File: src/rtl/wb_port_arbiter.sv
// wb_port_arbiter: round-robin arbiter of three write ports onto one registered register-file write port
module wb_port_arbiter #(
   parameter int DATA_W = 16,
   parameter int ADDR_W = 3
) (
   input  logic                  clk,
   input  logic                  rst_n,
   input  logic [2:0]            req,
   input  logic [3*ADDR_W-1:0]   req_addr,
   input  logic [3*DATA_W-1:0]   req_data,
   input  logic                  freeze,
   output logic [2:0]            gnt,
   output logic                  wr_en,
   output logic [ADDR_W-1:0]     wr_addr,
   output logic [DATA_W-1:0]     wr_data,
   output logic [2**ADDR_W-1:0]  wr_sel,
   output logic [7:0]            conflict_cnt
);
   localparam int SEL_W = 2**ADDR_W;
   logic [1:0]        ptr;
   logic [1:0]        ptr_nxt;
   logic [2:0]        g0, g1, g2;
   logic              any;
   logic              contend;
   logic [ADDR_W-1:0] g_addr;
   logic [DATA_W-1:0] g_data;
   // first requester in ptr order wins; illegal ptr 3 searches like ptr 0
   always_comb begin
      g0      = req[0] ? 3'b001 : req[1] ? 3'b010 : req[2] ? 3'b100 : 3'b000;
      g1      = req[1] ? 3'b010 : req[2] ? 3'b100 : req[0] ? 3'b001 : 3'b000;
      g2      = req[2] ? 3'b100 : req[0] ? 3'b001 : req[1] ? 3'b010 : 3'b000;
      gnt     = (!rst_n || freeze) ? 3'b000 : ptr == 2'd1 ? g1 : ptr == 2'd2 ? g2 : g0;
      any     = |gnt;
      contend = !freeze && ((req[0] & req[1]) | (req[0] & req[2]) | (req[1] & req[2]));
      g_addr  = gnt[2] ? req_addr[2*ADDR_W +: ADDR_W] : gnt[1] ? req_addr[ADDR_W +: ADDR_W] : req_addr[0 +: ADDR_W];
      g_data  = gnt[2] ? req_data[2*DATA_W +: DATA_W] : gnt[1] ? req_data[DATA_W +: DATA_W] : req_data[0 +: DATA_W];
      ptr_nxt = any ? (gnt[0] ? 2'd1 : gnt[1] ? 2'd2 : 2'd0) : (ptr == 2'd3 ? 2'd0 : ptr);
   end
   // pointer, write register and saturating contention counter
   always_ff @(posedge clk or negedge rst_n) begin
      if (!rst_n) begin
         ptr          <= 2'd0;
         wr_en        <= 1'b0;
         wr_addr      <= '0;
         wr_data      <= '0;
         wr_sel       <= '0;
         conflict_cnt <= 8'd0;
      end else begin
         ptr          <= ptr_nxt;
         wr_en        <= any;
         wr_sel       <= any ? SEL_W'(1) << g_addr : '0;
         conflict_cnt <= (contend && conflict_cnt != 8'hFF) ? conflict_cnt + 8'd1 : conflict_cnt;
         if (any) begin
            wr_addr <= g_addr;
            wr_data <= g_data;
         end
      end
   end
endmodule

File: config.mk
export PLATFORM = sky130hd
export DESIGN_NAME = wb_port_arbiter
export DESIGN_NICKNAME = d
export VERILOG_FILES = /design/src/rtl/wb_port_arbiter.sv
export SDC_FILE = /design/constraint.sdc
export NUM_CORES = 1
export LEC_CHECK = 0
export BUFFER_PORTS_ARGS = -buffer_cell sky130_fd_sc_hd__buf_4
export CORE_ASPECT_RATIO = 0.7
export CORE_MARGIN = 2
export CORE_UTILIZATION = 26
export CTS_BUF_LIST = sky130_fd_sc_hd__clkbuf_4
export DETAILED_ROUTE_END_ITERATION = 10
export PLACE_DENSITY_LB_ADDON = 0.2
export SLEW_MARGIN = 15
export SYNTH_ARGS = -nofsm -noshare
export SYNTH_HDL_FRONTEND = slang
export SYNTH_SLANG_ARGS = --single-unit
File: constraint.sdc
create_clock -name clk -period 2.3 [get_ports clk]
set_input_delay 0.115 -clock clk [delete_from_list [all_inputs] [get_ports clk]]
set_output_delay 0.115 -clock clk [all_outputs]
set_load 0.01 [all_outputs]
### After elaboration in Yosys (flattened, before gate mapping)

Index checks and enable logic that the tools add are counted.

| word-level totals | value |
|---|---|
| logic and storage cells | 45 |
| register bits after elaboration | 38 |
| output and inout port bits | 39 |

| operators by class | value |
|---|---|
| add/subtract/negate cells | 1 |
| muxes and demuxes | 21 |
| reductions and logical operators | 7 |
| equal/unequal tests | 4 |
| bitwise operators | 5 |
| shifts and indexed selects | 1 |

Operators with widths:

| kind | count |
|---|---|
| two-way mux 3 bit | 11 |
| two-way mux 16 bit | 2 |
| two-way mux 2 bit | 6 |
| adder 8 x 1 -> 8 bit (second input constant) | 1 |
| two-way mux 8 bit | 1 |
| inequality test 8 bit (second input constant) | 1 |
| << shifter 1 x 3 -> 8 bit (first input constant) | 1 |
| == test 2 bit (second input constant) | 2 |
| AND 1 bit | 3 |
| OR reduction 3 bit | 1 |
| == test 2 x 1 -> 1 bit (second input constant) | 1 |
| logical AND 1 bit | 2 |
| logical NOT 1 bit | 2 |
| bitwise OR 1 bit | 2 |
| nonzero test 2 bit | 1 |
| logical OR 1 bit | 1 |
| two-way mux 1 bit | 1 |

### Longest topological paths before layout

Gate-level depths: netlist of the first run.

| logic depth | value |
|---|---|
| word-level depth | 10 |
| depth in mapped cells | 7 |

### Worst setup path after synthesis of the first run

Ideal clock, no wire load.

| path | value |
|---|---|
| kind | register to register |
| start | register ptr[1] |
| end | register wr_sel[4] |
| library setup time | 0.086 ns |
| setup slack | 0.503 ns |
| required time | 2.214 ns |
| data arrival time | 1.711 ns |
| buffers on the path | 0 |
| stages on the path, launching flop included | 7 |
| path through | dfrtp_1 -> a21oi_2 -> o2111ai_4 -> inv_4 -> o221a_1 -> or3_4 -> nor3_1 |

| between the ends | value |
|---|---|
| longest elaborated chain between the ends | 8 |
| elaborated cells between the ends (all ways) | 10 |

Ends and longest elaborated chain:

| element | RTL line | text |
|---|---|---|
| start: declaration | 20 | `logic [1:0] ptr;` |
| start signal: assignment | 49 | `ptr <= ptr_nxt;` |
| == test 2 bit | 32 | `gnt = (!rst_n \|\| freeze) ? 3'b000 : ptr == 2'd1 ? g1 : ptr == 2'd2 ? g2 : g0;` |
| two-way mux 3 bit | 32 |  |
| two-way mux 3 bit * (2 in a row) | 32 |  |
| two-way mux 3 bit (2 in a row) | 35 | `g_addr = gnt[2] ? req_addr[2*ADDR_W +: ADDR_W] : gnt[1] ? req_addr[ADDR_W +: ADDR_W] : req_addr[0 +: ADDR_W];` |
| << shifter 1 x 3 -> 8 bit | 51 | `wr_sel <= any ? SEL_W'(1) << g_addr : '0;` |
| two-way mux 8 bit * | 51 |  |
| end signal: assignment | 51 |  |
| end: declaration | 16 | `output logic [2**ADDR_W-1:0] wr_sel,` |

Every way passes the cells marked *; elsewhere a longest branch is shown, timed or not.
A chain may end at the register's enable or synchronous reset.

### Worst setup path in the final report of the first run

| path | value |
|---|---|
| start | register ptr[1] |
| end | register wr_addr[2] |

| between the ends | value |
|---|---|
| longest elaborated chain between the ends | 6 |
| elaborated cells between the ends (all ways) | 8 |

Ends and longest elaborated chain:

| element | RTL line | text |
|---|---|---|
| == test 2 bit | 32 |  |
| two-way mux 3 bit | 32 |  |
| two-way mux 3 bit * (2 in a row) | 32 |  |
| two-way mux 3 bit (2 in a row) | 35 |  |
| end signal: assignment | 54 | `wr_addr <= g_addr;` |
| end: declaration | 14 | `output logic [ADDR_W-1:0] wr_addr,` |

Marks and branches as above.

==> impl_results.md, run 1 <==
* Status: completed
* DRC Markers at 0
* Seq/Total Area, Yosys at 50.70%
* Die area at around 8000 um^2
* Starting Density at 27.25%
* Distinct cells, synth at 31
* Reg clk slew, reported paths at 0.12 ns
* H-tree depth at 2
* Post-Route WL at 5578 um
* Peak VDD IR at 0.0002827 V
* First-pass GRT wire length at 8873 um
* Global-route usage over all layers at 14.60%
* Largest net degree at the start of global routing at 39
* Gpl congestion at 0.7947
* Syn_area_per_cell at 9.378 um^2
* Synth warnings at 0
* Crit path launch type: register
* Hold Crit Class: in2reg
* Number of enable flip-flop cells after synthesis at 0
* Row count at 25
* Minimum clock period after layout at 1.945 ns
* CP max FO at 19
* Setup TNS at 0 ns
* # setup viols final at 0
* Slowest CP cell: dfrtp_1
* Clock root buffer: clkbuf_4
* Worst Path Required at 2.59 ns
* TritonCTS Buffers at 5
* WS Path Type: reg2reg
* Critical Path Max Stage Delay at 0.48 ns
* Final hold viol count at 0
* Die height at 75.06 um
* Syn Nets at 264
* Initial antenna violation count at 0
* Routed Antenna Nets at 0
* Ys async rst share at 100.0%
* Crit. End Element: register
* RSZ-0062 raised after global routing: false
* Vias in the first global route at 1,720
* Tcrit/Tclk final at 84.58%
* Area of the core at 6882 um^2
* N_diodes at 0
* Max Buffers Root-to-Sink at 2
* # fillers at 701
* Remaining Overflow, GRT at 0
* Clk sink count at 38
* Pwr per Cell Area at 704.6 nW/um^2
* Max Freq at 0.5140 GHz
* Drt wl/cell at 14.05 um
* 1st-iter DRT viols at 56
* Die Wd at 105.5 um
* Final net count at 366
* Mapped Area at 1876 um^2
* Post-synthesis cell count at 200
* Cells along the critical path: a21oi_2 -> o2111ai_4 -> inv_4 -> o221a_1 -> o21ai_0 -> o21a_1
* Yosys reg bits at 38
* Vias per cell at 4.506
* Bufs and invs on worst path at 1
* Max Cap Viol at 0
* P&R area growth vs syn at 52.57%
* Layout cells sized above 1 at 38.61%
* Slew HR at 36.56%
* TritonCTS clock tree: built
* Clock skew at roughly 0.0056 ns
* Vias at 1,789
* Drt first pass iters at 4
* IO Port Bufs at 101
* Io pins at 102
* Non-Filler Instances at between 300 and 400
* Skew-Pair Late Insertion Delay at 0.34 ns
* Leak at around 1.5 nW
* Main flop type after synthesis: dfrtp_1
* Fin area at 2861 um^2
* Slew Limit Fails at 0
* Crit path max-delay family: compound AO/OA/AOI/OAI gates
* HPWL after detailed placement at approximately 4200 um
* Dpl cells at around 390
* Placed Area at 2750 um^2
* Slew of the pin with the lowest slew margin at roughly 0.95 ns
* Crit path DAT at 2.23 ns
-- tightest hold or removal path, cell delays in order --
cell     delay, ns
buf_4         0.07
nand2_1       0.04
a31oi_1       0.15
a21o_1        0.09
-- layout make-up --
cell class | count | area, um^2 | area share [%]
repair buffers | 106 | 798.3 | 27.90
clock inverters | 3 | 63.81 | 2.230
flip-flops and latches | 38 | 950.9 | 33.23
multi-input cells | 145 | 868.3 | 30.35
inverters | 6 | 25.02 | 0.8745
well taps | 94 | 117.6 | 4.110
clock buffers | 5 | 37.54 | 1.312
-- synthesized netlist by cell type (2+ instances only) --
cell,count,area share (%)
a21o_1,19,7.6
a21oi_1,2,0.53
nor2_1,6,1.2
a31oi_1,16,5.3
nand3_1,4,1.1
mux2i_1,2,1.1
xnor2_1,5,2.3
clkbuf_1,10,2.0
nand4_1,3,1.0
o21ai_0,21,5.6
nor3_1,9,2.4
xor2_1,3,1.4
nor2b_1,2,0.67
nand2_1,40,8.0
dfrtp_1,38,51
inv_1,5,1.0
-- per-layer routing --
layer / track usage, % / vias up / part of all wire (%)
met5: 0 / - / 0
met4: 3.509 / 0 / 0.57
met3: 5.541 / 5 / 8.3
met2: 21.08 / 61 / 41
met1: 20.73 / 812 / 50
li1: - / 911 / -
-- what timing repair did --
| item | 4_1_cts | 5_1_grt |
|---|---|---|
| hold buffers | 1 | 0 |
| gates resized for setup | 0 | 0 |
| buffers inserted | 0 | 0 |
| endpoints found under the hold margin | 38 | 0 |
-- logic make-up (layout without fill, tap and decap cells) --
| group | count (synthesis) | after routing | synth area share [%] |
|---|---|---|---|
| adders and majority gates | 2 | 2 | 1.201 |
| AOI/OAI and AO/OA | 66 | 66 | 23.88 |
| buffers and inverters | 17 | 120 | 3.737 |
| DFF | 38 | 38 | 50.70 |
| xor gates and xnor gates | 8 | 8 | 3.736 |
| and+or+nand+nor | 67 | 67 | 15.68 |
| muxes | 2 | 2 | 1.067 |
-- worst paths after layout --
check,startpoint,endpoint,slack [ns],depth (start not counted)
max,ptr[1]$_DFFE_PN0P_,wr_addr[2]$_DFFE_PN0P_,0.35,6
min,req_data[9],wr_data[9]$_DFFE_PN0P_,0.15,4
max reg2reg,ptr[1]$_DFFE_PN0P_,wr_addr[2]$_DFFE_PN0P_,0.35,6
min reg2reg,wr_data[13]$_DFFE_PN0P_,wr_data[13]$_DFFE_PN0P_,0.49,1
max in group asynchronous,rst_n,wr_data[0]$_DFFE_PN0P_,1.59,3
min in group asynchronous,rst_n,ptr[1]$_DFFE_PN0P_,0.38,3
-- stage by stage --
stage	setup WS [ns]	utilization [%]	hold WS (ns)	power (mW)
5_1_grt	0.1041	41.58	0.1211	2.147
3_3_place_gp	0.007645	39.96	0.2488	1.469
2_1_floorplan	0.5028	-	-0.1806	1.136
4_1_cts	0.2964	41.58	0.1341	2.037
3_5_place_dp	-0.07015	39.96	0.2371	1.471
6_report	0.3546	41.58	0.1486	2.016
-- where the power goes --
group	switching, mW	internal (mW)	total, mW
registers	0.114	0.779	0.893
clock network	0.227	0.335	0.562
logic	0.252	0.310	0.561
-- cells in the final DEF, fill, tap and decap left out, types with 2 or more instances in the layout --
master     count
a21oi_1        2
nand2_1       40
bufinv_16      2
dfrtp_1       38
nand4_1        3
inv_1          5
buf_4        105
nor2_1         6
nand3_1        4
o21ai_0       21
a21o_1        19
xor2_1         3
a31oi_1       16
clkbuf_4       5
mux2i_1        2
nor3_1         9
nor2b_1        2
xnor2_1        5
-- sequential cells by signal (all words and copies together) (netlist names) --
signal / cells
conflict_cnt: 8
wr_en: 1
wr_data: 16
wr_sel: 8
ptr: 2
wr_addr: 3
Note: power is estimated with default switching activity, not from simulation.
==> run 2: changes to the inputs <==
==> constraint.sdc (replaced) <==
create_clock -name clk -period 1.9 [get_ports clk]
set_input_delay 0.095 -clock clk [delete_from_list [all_inputs] [get_ports clk]]
set_output_delay 0.095 -clock clk [all_outputs]
set_load 0.01 [all_outputs]
==> run 2 against run 1 <==
Against the previous run: sequential power grew 21%; critical path type is now reg2out; largest cell class unchanged; global-route usage rose by 0.14 points; critical endpoint is now gnt[2]; clock power down 2%; first-iteration DRC count increased by 3.6%; largest power group unchanged; non-clock buffer count up 9.
==> impl_results.md, run 2 (synthesized netlist as in run 1, its figures left out) <==
* Status: completed
* Crit path max-delay family: flip-flops
* RR Startpoint: ptr[0]$_DFFE_PN0P_
* PnR worst setup slack at 0.08113 ns
* Comb power frac at 30.3%
* Sequential cell area at 952.2 um^2
* Most frequent cells in the layout: 113 x buf_4, 40 x nand2_1, 37 x dfrtp_1
* Pwr per Cell Area at between 700 and 800 nW/um^2
* Layout cells sized above 1 at 42.63%
* TritonCTS Buffers at 5
* Max Cap Viol at 0
* Crit. End Element: output port
* Slew of the pin with the lowest slew margin at 0.5714 ns
* Crit path launch type: register
* CP max FO at 16
* Io pins at 102
* Largest net degree at the start of global routing at 39
* Switching pwr at 0.7313 mW
* Final net count at 375
* Slowest CP cell: dfrtp_1
* Gpl congestion at 0.7759
* WL met3 at around 450 um
* Int Power at ~1.6 mW
* Setup WS pre-CTS at 0.07411 ns
* Worst Path Required at 1.80 ns
* IO Port Bufs at 101
* Setup TNS at 0 ns
* 1st-iter DRT viols at 58
* Final hold viol count at 0
* Critical Path Start: ptr[0]$_DFFE_PN0P_
* Final core occ at between 40% and 50%
* Die height at 75.06 um
* Top sig layer: met4
* Leak at 1.534 nW
* Multi-input gate area at approximately 900 um^2
* Largest Register: wr_data
* M1 WL at roughly 2800 um
* Hold path cells at 4
* Tcrit/Tclk final at a little over nine tenths
* Most common cell after layout, fill and taps aside: buf_4
* Met2 WL at 2410 um
* Minimum clock period after layout at 1.819 ns
* Row count at 25
* Levels on crit path at 5
* Hold Startpoint: req_data[5]
* Drt first pass iters at 4
* Reg clk slew, reported paths at 0.11 ns
* Global-route usage over all layers at between 10% and 20%
* Initial antenna violation count at 0
* Slew Limit Fails at 0
* Flop pwr share at between 40% and 50%
* CP dominant cell by count: buf_4
* RSZ-0062 raised after global routing: true
* Die Wd at 105.5 um
* Peak VDD IR at 0.0002601 V
* Vias per cell at 4.589
* # setup viols final at 0
* Die area at 7920 um^2
* Clock root buffer: clkbuf_4
* Max Buffers Root-to-Sink at 2
* Bufs and invs on worst path at 3
* Top flop regs: wr_data (16), conflict_cnt (8), wr_sel (8)
* Critical Path Max Stage Delay at 0.44 ns
* Starting Density at 27.25%
* # fillers at between 700 and 800
* HPWL after detailed placement at 4354 um
* Total Power at about 2.3 mW
* Hold Crit Class: in2reg
* WS Path Type: reg2out
* Area of the core at 6882 um^2
* Reg2Reg Depth at 5
* Clock share of power at about a quarter
* DRC Markers at 0
* TritonCTS clock tree: built
* P&R area growth vs syn at 56.77%
* N_diodes at 0
* Remaining Overflow, GRT at 0
* Slew HR at 61.91%
* Skew-Pair Late Insertion Delay at around 0.35 ns
* Clk sink count at 38
* Max Freq at around 0.55 GHz
* Vias at about 1,900
* Cells along the critical path: nand2b_1 -> a221o_1 -> buf_4 -> inv_1 -> buf_4
* H-tree depth at 2
* Crit path DAT at between 1.5 and 2 ns
* Drt wl/cell at 14.01 um
* Clock skew at 0.01342 ns
* Post-Route WL at ~5700 um
* Max reg flops at 16
* Sw Ratio at 31.22%
* Vias in the first global route at between 1,500 and 2,000
* Routed Antenna Nets at 0
* First-pass GRT wire length at roughly 9000 um
==> run 2: changes by cell type in the layout (fill, tap and decap cells not counted), sizes merged <==
cell,before,now
clkinv,1,2
buf,105,114
bufinv,2,1
==> run 2: power by group through the flow <==
stage | clock network [mW] | logic, mW | registers (mW)
5_1_grt | 0.606 | 0.783 | 1.10
4_1_cts | 0.573 | 0.714 | 1.08
3_3_place_gp | 0 | 0.707 | 1.09
2_1_floorplan | 0 | 0.242 | 1.13
6_report | 0.553 | 0.711 | 1.08
3_5_place_dp | 0 | 0.712 | 1.09
==> run 2: final cells by class <==
class	count	share of cell area [%]
flip-flops and latches	38	32.38
clock inverters	3	1.362
clock buffers	5	1.277
well taps	94	4.000
multi-input cells	145	30.55
repair buffers	115	29.57
inverters	6	0.8511
==> run 2: what timing repair did <==
action | in CTS | in global routing
endpoints found under the setup margin | 0 | 10
buffers inserted | 0 | 0
hold buffers | 1 | 0
hold endpoints to repair | 38 | 0
resized for setup | 0 | 8
==> run 2: path summary, 6_finish.rpt <==
check / endpoint / slack, ns
min in group asynchronous: wr_data[1]$_DFFE_PN0P_ / 0.36
min reg2reg: wr_data[13]$_DFFE_PN0P_ / 0.49
max in group asynchronous: ptr[1]$_DFFE_PN0P_ / 1.19
max reg2reg: wr_sel[5]$_DFF_PN0_ / 0.09
min: wr_data[5]$_DFFE_PN0P_ / 0.13
max: gnt[2] / 0.08
==> run 2: metal layers <==
metal | GRT usage (%) | vias up
li1 | - | 927
met1 | 20.79 | 864
met2 | 21.58 | 67
met3 | 5.455 | 5
met4 | 3.509 | 0
met5 | 0 | -
==> run 2: per-stage QoR <==
stage,std cells,cell area (um^2),hold WS (ns)
after global routing,406,2940,0.1292
after global placement,397,2818,0.2234
after detailed placement,397,2818,0.2238
final,406,2940,0.1325
after CTS,406,2905,0.1252
after floorplan,200,1876,-0.2006
==> run 2: tightest hold or removal path: cells and delay by family <==
family	cells	cell delay [ns]
buffers and inverters	1	0.08
AOI/OAI and AO/OA	2	0.24
and+or+nand+nor	1	0.04
